===== config.mk =====
export PLATFORM = sky130hd
export DESIGN_NAME = mu0_io_bridge_flat
export DESIGN_NICKNAME = d
export VERILOG_FILES = /design/src/rtl/mu0_io_bridge_if.sv /design/src/rtl/mu0_io_bridge.sv /design/src/flat_wrapper.sv
export SDC_FILE = /design/constraint.sdc
export NUM_CORES = 1
export LEC_CHECK = 0
export ABC_AREA = 1
export BUFFER_PORTS_ARGS = -buffer_cell sky130_fd_sc_hd__buf_2
export CAP_MARGIN = 10
export CORE_ASPECT_RATIO = 0.7
export CORE_MARGIN = 3
export CORE_UTILIZATION = 40
export DETAILED_ROUTE_END_ITERATION = 10
export GPL_ROUTABILITY_DRIVEN = 0
export PLACE_DENSITY = 0.69
export SETUP_SLACK_MARGIN = 0.3
export SYNTH_ARGS = -nofsm -noshare
export SYNTH_HDL_FRONTEND = slang
export SYNTH_SLANG_ARGS = --single-unit

===== constraint.sdc =====
create_clock -name Clk -period 3.05 [get_ports Clk]
set_input_delay 0.915 -clock Clk [delete_from_list [all_inputs] [get_ports Clk]]
set_output_delay 0.915 -clock Clk [all_outputs]
set_load 0.01 [all_outputs]

===== src/rtl/mu0_io_bridge_if.sv =====
// MU0 bridge interfaces: processor/RAM bus
// and the valid/ready output stream.
interface mu0_bus_if;
  logic [11:0] Addr;
  logic        Rd;
  logic        Wr;
  logic [15:0] Wdata;
  logic [15:0] Rdata;

  modport master (
    output Addr, Rd, Wr, Wdata,
    input  Rdata
  );

  modport slave (
    input  Addr, Rd, Wr, Wdata,
    output Rdata
  );
endinterface

interface mu0_stream_if;
  logic [15:0] Data;
  logic        Valid;
  logic        Ready;

  modport master (
    output Data, Valid,
    input  Ready
  );

  modport slave (
    input  Data, Valid,
    output Ready
  );
endinterface


===== src/rtl/mu0_io_bridge.sv =====
// MU0 address decode stage: RAM pass-through
// plus an I/O page with output FIFO, status, counter, switches.
module mu0_io_bridge #(
  parameter int          FIFO_DEPTH = 8,
  parameter logic [11:0] IO_BASE    = 12'hFF0
) (
  input  logic        Clk,
  input  logic        Reset,
  mu0_bus_if.slave    Cpu,
  mu0_bus_if.master   Mem,
  input  logic        Halted,
  input  logic [15:0] Sw,
  mu0_stream_if.master Out,
  output logic        Fifo_Overflow
);

  localparam int AW = $clog2(FIFO_DEPTH);
  localparam int CW = AW + 1;

  logic        io_sel;
  logic [3:0]  off;
  logic        wr_io;
  logic        push_req;
  logic        push;
  logic        pop;
  logic        full;
  logic        empty;
  logic        ovf_set;
  logic        ovf_clr;
  logic        cyc_ld;
  logic [4:0]  cnt5;
  logic [15:0] status;
  logic [15:0] io_rdata;

  logic [15:0]   mem_q [FIFO_DEPTH];
  logic [AW-1:0] wr_ptr_q, wr_ptr_d;
  logic [AW-1:0] rd_ptr_q, rd_ptr_d;
  logic [CW-1:0] cnt_q, cnt_d;
  logic          ovf_q, ovf_d;
  logic [15:0]   cyc_q, cyc_d;
  logic [15:0]   sync1_q, sync2_q;

  assign io_sel = (Cpu.Addr[11:4] == IO_BASE[11:4]);
  assign off    = Cpu.Addr[3:0];

  assign Mem.Addr  = Cpu.Addr;
  assign Mem.Wdata = Cpu.Wdata;
  assign Mem.Rd    = Cpu.Rd & ~io_sel;
  assign Mem.Wr    = Cpu.Wr & ~io_sel;

  assign wr_io    = Cpu.Wr & io_sel;
  assign push_req = wr_io & (off == 4'd0);
  assign full     = (cnt_q == CW'(FIFO_DEPTH));
  assign empty    = (cnt_q == '0);
  assign pop      = Out.Valid & Out.Ready;
  // A full FIFO still accepts a push when it drains that cycle
  assign push     = push_req & (~full | pop);
  assign ovf_set  = push_req & full & ~pop;
  assign ovf_clr  = wr_io & (off == 4'd1)
                  & Cpu.Wdata[2];
  assign cyc_ld   = wr_io & (off == 4'd2);

  assign Out.Valid     = ~empty;
  assign Out.Data      = mem_q[rd_ptr_q];
  assign Fifo_Overflow = ovf_q;

  assign cnt5   = 5'(cnt_q);
  assign status = {7'b0, cnt5, 1'b0,
                   ovf_q, full, empty};

  always_comb begin
    io_rdata = '0;
    case (off)
      4'd1:    io_rdata = status;
      4'd2:    io_rdata = cyc_q;
      4'd3:    io_rdata = sync2_q;
      default: io_rdata = '0;
    endcase
  end

  always_comb begin
    Cpu.Rdata = '0;
    if (Cpu.Rd)
      Cpu.Rdata = io_sel ? io_rdata
                         : Mem.Rdata;
  end

  always_comb begin
    wr_ptr_d = wr_ptr_q;
    rd_ptr_d = rd_ptr_q;
    cnt_d    = cnt_q;
    if (push) wr_ptr_d = wr_ptr_q + AW'(1);
    if (pop)  rd_ptr_d = rd_ptr_q + AW'(1);
    case ({push, pop})
      2'b10:   cnt_d = cnt_q + CW'(1);
      2'b01:   cnt_d = cnt_q - CW'(1);
      default: cnt_d = cnt_q;
    endcase
  end

  always_comb begin
    ovf_d = ovf_q;
    if (ovf_clr) ovf_d = 1'b0;
    if (ovf_set) ovf_d = 1'b1;
  end

  always_comb begin
    cyc_d = cyc_q;
    if (!Halted) cyc_d = cyc_q + 16'd1;
    if (cyc_ld)  cyc_d = Cpu.Wdata;
  end

  always_ff @(posedge Clk) begin
    if (Reset) begin
      wr_ptr_q <= '0;
      rd_ptr_q <= '0;
      cnt_q    <= '0;
      ovf_q    <= 1'b0;
      cyc_q    <= '0;
      sync1_q  <= '0;
      sync2_q  <= '0;
      for (int i = 0; i < FIFO_DEPTH; i++)
        mem_q[i] <= '0;
    end else begin
      wr_ptr_q <= wr_ptr_d;
      rd_ptr_q <= rd_ptr_d;
      cnt_q    <= cnt_d;
      ovf_q    <= ovf_d;
      cyc_q    <= cyc_d;
      sync1_q  <= Sw;
      sync2_q  <= sync1_q;
      if (push)
        mem_q[wr_ptr_q] <= Cpu.Wdata;
    end
  end

endmodule


===== src/flat_wrapper.sv =====
// flat-port wrapper written by rule: the top's interface ports become plain ports
module mu0_io_bridge_flat 
#(
  parameter int          FIFO_DEPTH = 8,
  parameter logic [11:0] IO_BASE    = 12'hFF0
)
  (Clk, Reset, Halted, Sw, Fifo_Overflow, Cpu_Addr, Cpu_Rd, Cpu_Wr, Cpu_Wdata, Cpu_Rdata, Mem_Addr, Mem_Rd, Mem_Wr, Mem_Wdata, Mem_Rdata, Out_Data, Out_Valid, Out_Ready);
  mu0_bus_if Cpu_i ();
  mu0_bus_if Mem_i ();
  mu0_stream_if Out_i ();
  input  logic Clk;
  input  logic Reset;
  input  logic Halted;
  input  logic [15:0] Sw;
  output logic Fifo_Overflow;
  input wire logic [$bits(Cpu_i.Addr)-1:0] Cpu_Addr;
  input wire logic [$bits(Cpu_i.Rd)-1:0] Cpu_Rd;
  input wire logic [$bits(Cpu_i.Wr)-1:0] Cpu_Wr;
  input wire logic [$bits(Cpu_i.Wdata)-1:0] Cpu_Wdata;
  output wire logic [$bits(Cpu_i.Rdata)-1:0] Cpu_Rdata;
  output wire logic [$bits(Mem_i.Addr)-1:0] Mem_Addr;
  output wire logic [$bits(Mem_i.Rd)-1:0] Mem_Rd;
  output wire logic [$bits(Mem_i.Wr)-1:0] Mem_Wr;
  output wire logic [$bits(Mem_i.Wdata)-1:0] Mem_Wdata;
  input wire logic [$bits(Mem_i.Rdata)-1:0] Mem_Rdata;
  output wire logic [$bits(Out_i.Data)-1:0] Out_Data;
  output wire logic [$bits(Out_i.Valid)-1:0] Out_Valid;
  input wire logic [$bits(Out_i.Ready)-1:0] Out_Ready;
  assign Cpu_i.Addr = Cpu_Addr;
  assign Cpu_i.Rd = Cpu_Rd;
  assign Cpu_i.Wr = Cpu_Wr;
  assign Cpu_i.Wdata = Cpu_Wdata;
  assign Cpu_Rdata = Cpu_i.Rdata;
  assign Mem_Addr = Mem_i.Addr;
  assign Mem_Rd = Mem_i.Rd;
  assign Mem_Wr = Mem_i.Wr;
  assign Mem_Wdata = Mem_i.Wdata;
  assign Mem_i.Rdata = Mem_Rdata;
  assign Out_Data = Out_i.Data;
  assign Out_Valid = Out_i.Valid;
  assign Out_i.Ready = Out_Ready;
  mu0_io_bridge #(.FIFO_DEPTH(FIFO_DEPTH), .IO_BASE(IO_BASE)) u_core (.Clk(Clk), .Reset(Reset), .Cpu(Cpu_i), .Mem(Mem_i), .Halted(Halted), .Sw(Sw), .Out(Out_i), .Fifo_Overflow(Fifo_Overflow));
endmodule

==> out/metrics.csv <==
metric;value;unit
status;finished clean;
R2R cell count;9;
ANT cells;0;
biggest cell delay along the critical path;200;ps
Hold Path End;u_core.sync2_q[12]$_SDFF_PP0_;
Post-synth EDFFs;128;
Area contributors post-synth;edfxtp_1, dfxtp_1, nor2_1, o21ai_0, inv_1;
Layout fillers;1827;
max_cap viols;0;
CTS tree;yes;
RSZ-0062 raised after global routing;yes;
Net Count, Synth;1058;
Die H;131;um
core footprint;21900;um2
PortBufs;129;
LEAKAGE;4.98;nW
Final Critical Period;2940;ps
cells along the critical path;buf_8 -> nor2_4 -> buf_6 -> nand3_4 -> a21oi_4 -> buf_6 -> a32o_1 -> buf_2;
hold_sp;u_core.sync1_q[12]$_SDFF_PP0_;
sequential share of the synthesized area;56.6;%
first-pass GRT wire length;39.7;mm
placed cell area;9940;um2
measured slew at the worst slew-check pin;630;ps
Final Util;54.6;%
Critical-path top delay cell;a21oi_4;
top cell type's share of synthesized area;42.8;%
final hold viol count;0;
initial drt markers;857;
CP required;2130;ps
Hold WC Path Type;register to register;
DRT antenna net count;0;
Syn Inst Count;988;
R2R Setup Slk;1010;ps
Layout Skew;12.3;ps
Setup crit start;Cpu_Addr[3];
Top delay family on crit path;buffers and inverters;
Max IR drop VDD;0.341;mV
number of synthesis warnings;0;
Vias;7736;
# nets final;1227;
DR DRC count;0;
Row Count;45;
Distinct cells, synth;39;
Tot GR Track Use;21.0;%
most instantiated library cell after synthesis;nor2_1;
CP endpoint kind;output port;
CP Class;input pin to output port;
gr ovfl total;0;
Final Slew Violations;0;
Pre-Repair DR Iteration Count;5;
relative slew slack;57.8;%
top cells by count, synth;nor2_1, edfxtp_1, o21ai_0;
Netlist Area Pre-Place;8990;um2
clk sinks;190;
Post-Layout Cell Count;1452;
H-tree depth;4;
cell area after layout;12000;um2
Area growth syn-to-layout;33.1;%
Hold Path Depth;2;
Starting Density;41.0;%
DIE AREA;24300;um2
clock root cell;clkbuf_16;
worst-path fanout max;5;
Mean Syn Cell Area;9.10;um2
maximum clock path buffer count;2;
Worst path most repeated cell;buf_6;
Critical R2R Launch;u_core.cnt_q[1]$_SDFFE_PP0P_;
Tcrit/Tclk final;96.6;%
vias in the first global route;7312;
startpoint type of the worst setup path;input pin;
final WL;26.8;mm
layout cells sized above 1;35.6;%
I/O pins;130;
Die W;185;um
Yosys reg bits;190;
FF-to-FF End;u_core.mem_q[3][12]$_SDFFCE_PN0P_;
asr flop ratio synth;0;%
initial antenna violation count;0;
CP arrival;2030;ps
Clock Latency Late Sink;440;ps
Hold Buf Count CTS;0;
HPWL after DPL;16.1;mm
Cell Pwr Density;716;nW/um2
per-cell routed wire length;18.5;um
most used flip-flop cell after synthesis;edfxtp_1;
FMAX;0.340;GHz
drt via density;5.33;
pin count of the biggest net entering global routing;33;
dpl cells;1368;
Reg clk slew, reported paths;80;ps
CP bufs+invs;4;
cts bufs inserted;17;
final setup violation count;0;
cell taking the most area after synthesis;edfxtp_1;
Hold Slack;403;ps
final setup TNS;0;ps
[repair_timing]
item	in CTS	in global routing
cloned	8	8
pin swaps	31	62
gates resized for setup	98	149
endpoints found under the setup margin	33	33
setup buffers	22	14
[tightest hold or removal path, stage by stage (launching register included)]
cell,delay [ps]
dfxtp_1,300
inv_1,40
nor2_1,30
[power by group]
group | leakage, nW | internal (mW) | total, mW | switching, mW
Clock | 0.300 | 1.16 | 2.27 | 1.11
Sequential | 1.83 | 2.87 | 2.98 | 0.109
Combinational | 2.85 | 1.56 | 3.31 | 1.75
[cell type report]
class / count / area (um2) / area share, %
repair buffers: 220 / 1840 / 15.4
well taps: 282 / 353 / 2.95
clock buffers: 18 / 450 / 3.77
multi-input cells: 626 / 3650 / 30.5
clock inverters: 14 / 155 / 1.30
flip-flops and latches: 190 / 5090 / 42.6
inverters: 102 / 417 / 3.48
[registers in the layout, summed over array words and instances (netlist names), named ones only]
| signal | count |
|---|---|
| u_core.mem_q | 128 |
| u_core.sync2_q | 16 |
| u_core.cnt_q | 4 |
| u_core.rd_ptr_q | 3 |
| u_core.Fifo_Overflow | 1 |
| u_core.cyc_q | 16 |
| u_core.wr_ptr_q | 3 |
| u_core.sync1_q | 16 |
[how the worst max path moves through the flow]
stage                                to  slack, ps  cells after the start
after CTS                  Cpu_Rdata[4]        160                      8
after floorplan           Cpu_Rdata[14]        310                      7
final                     Cpu_Rdata[10]        110                      8
after global routing      Cpu_Rdata[15]         50                     10
after global placement    Cpu_Rdata[10]         20                      8
after detailed placement  Cpu_Rdata[13]        -30                      8
[through the flow]
| stage | setup slack, ps | power, mW |
|---|---|---|
| after global routing | 54.0 | 8.94 |
| after detailed placement | -26.6 | 4.93 |
| after CTS | 161 | 7.76 |
| after global placement | 21.6 | 4.91 |
| after floorplan | 307 | 4.19 |
| final | 105 | 8.56 |
[cells by family (layout without fill, tap and decap cells)]
| kind of cell | count (synthesis) | count (layout) | share of synthesized area, % |
|---|---|---|---|
| AO/OA/AOI/OAI | 177 | 177 | 11.5 |
| XOR/XNOR | 11 | 11 | 1.07 |
| adder cells (fa/ha/maj) | 4 | 4 | 0.557 |
| buffers and inverters | 173 | 354 | 8.97 |
| flip-flops | 190 | 190 | 56.6 |
| AND/OR/NAND/NOR | 433 | 434 | 21.3 |
[cells in the final DEF, fill, tap and decap left out, types with 3 or more instances in the layout]
master	instances
nand2_1	67
a32o_1	9
buf_4	42
inv_1	80
buf_8	7
nor3_1	8
o21ai_4	5
nor2_4	22
clkinv_1	9
o21ai_0	27
a221oi_2	5
a31oi_1	13
nand2_2	19
o21ai_2	32
a21oi_1	21
nand3_4	7
buf_12	11
edfxtp_1	128
nand3_1	14
inv_6	5
buf_16	5
clkbuf_16	24
o22ai_1	8
o22ai_2	13
nand4_1	4
inv_4	4
o221ai_1	4
buf_6	22
nor2_1	254
inv_2	9
o21ai_1	31
a31oi_2	3
inv_8	5
xor2_1	10
nor2_2	33
buf_2	126
dfxtp_1	60
ha_1	4
[layer usage]
metal,part of all wire [%],track usage (%),vias to the layer above
li1,-,-,3620
met1,43,31.3,3658
met2,46,31.9,409
met3,9.5,4.04,49
met4,1.5,4.71,0
met5,0,0,-
(Power assumes the default switching activity.)
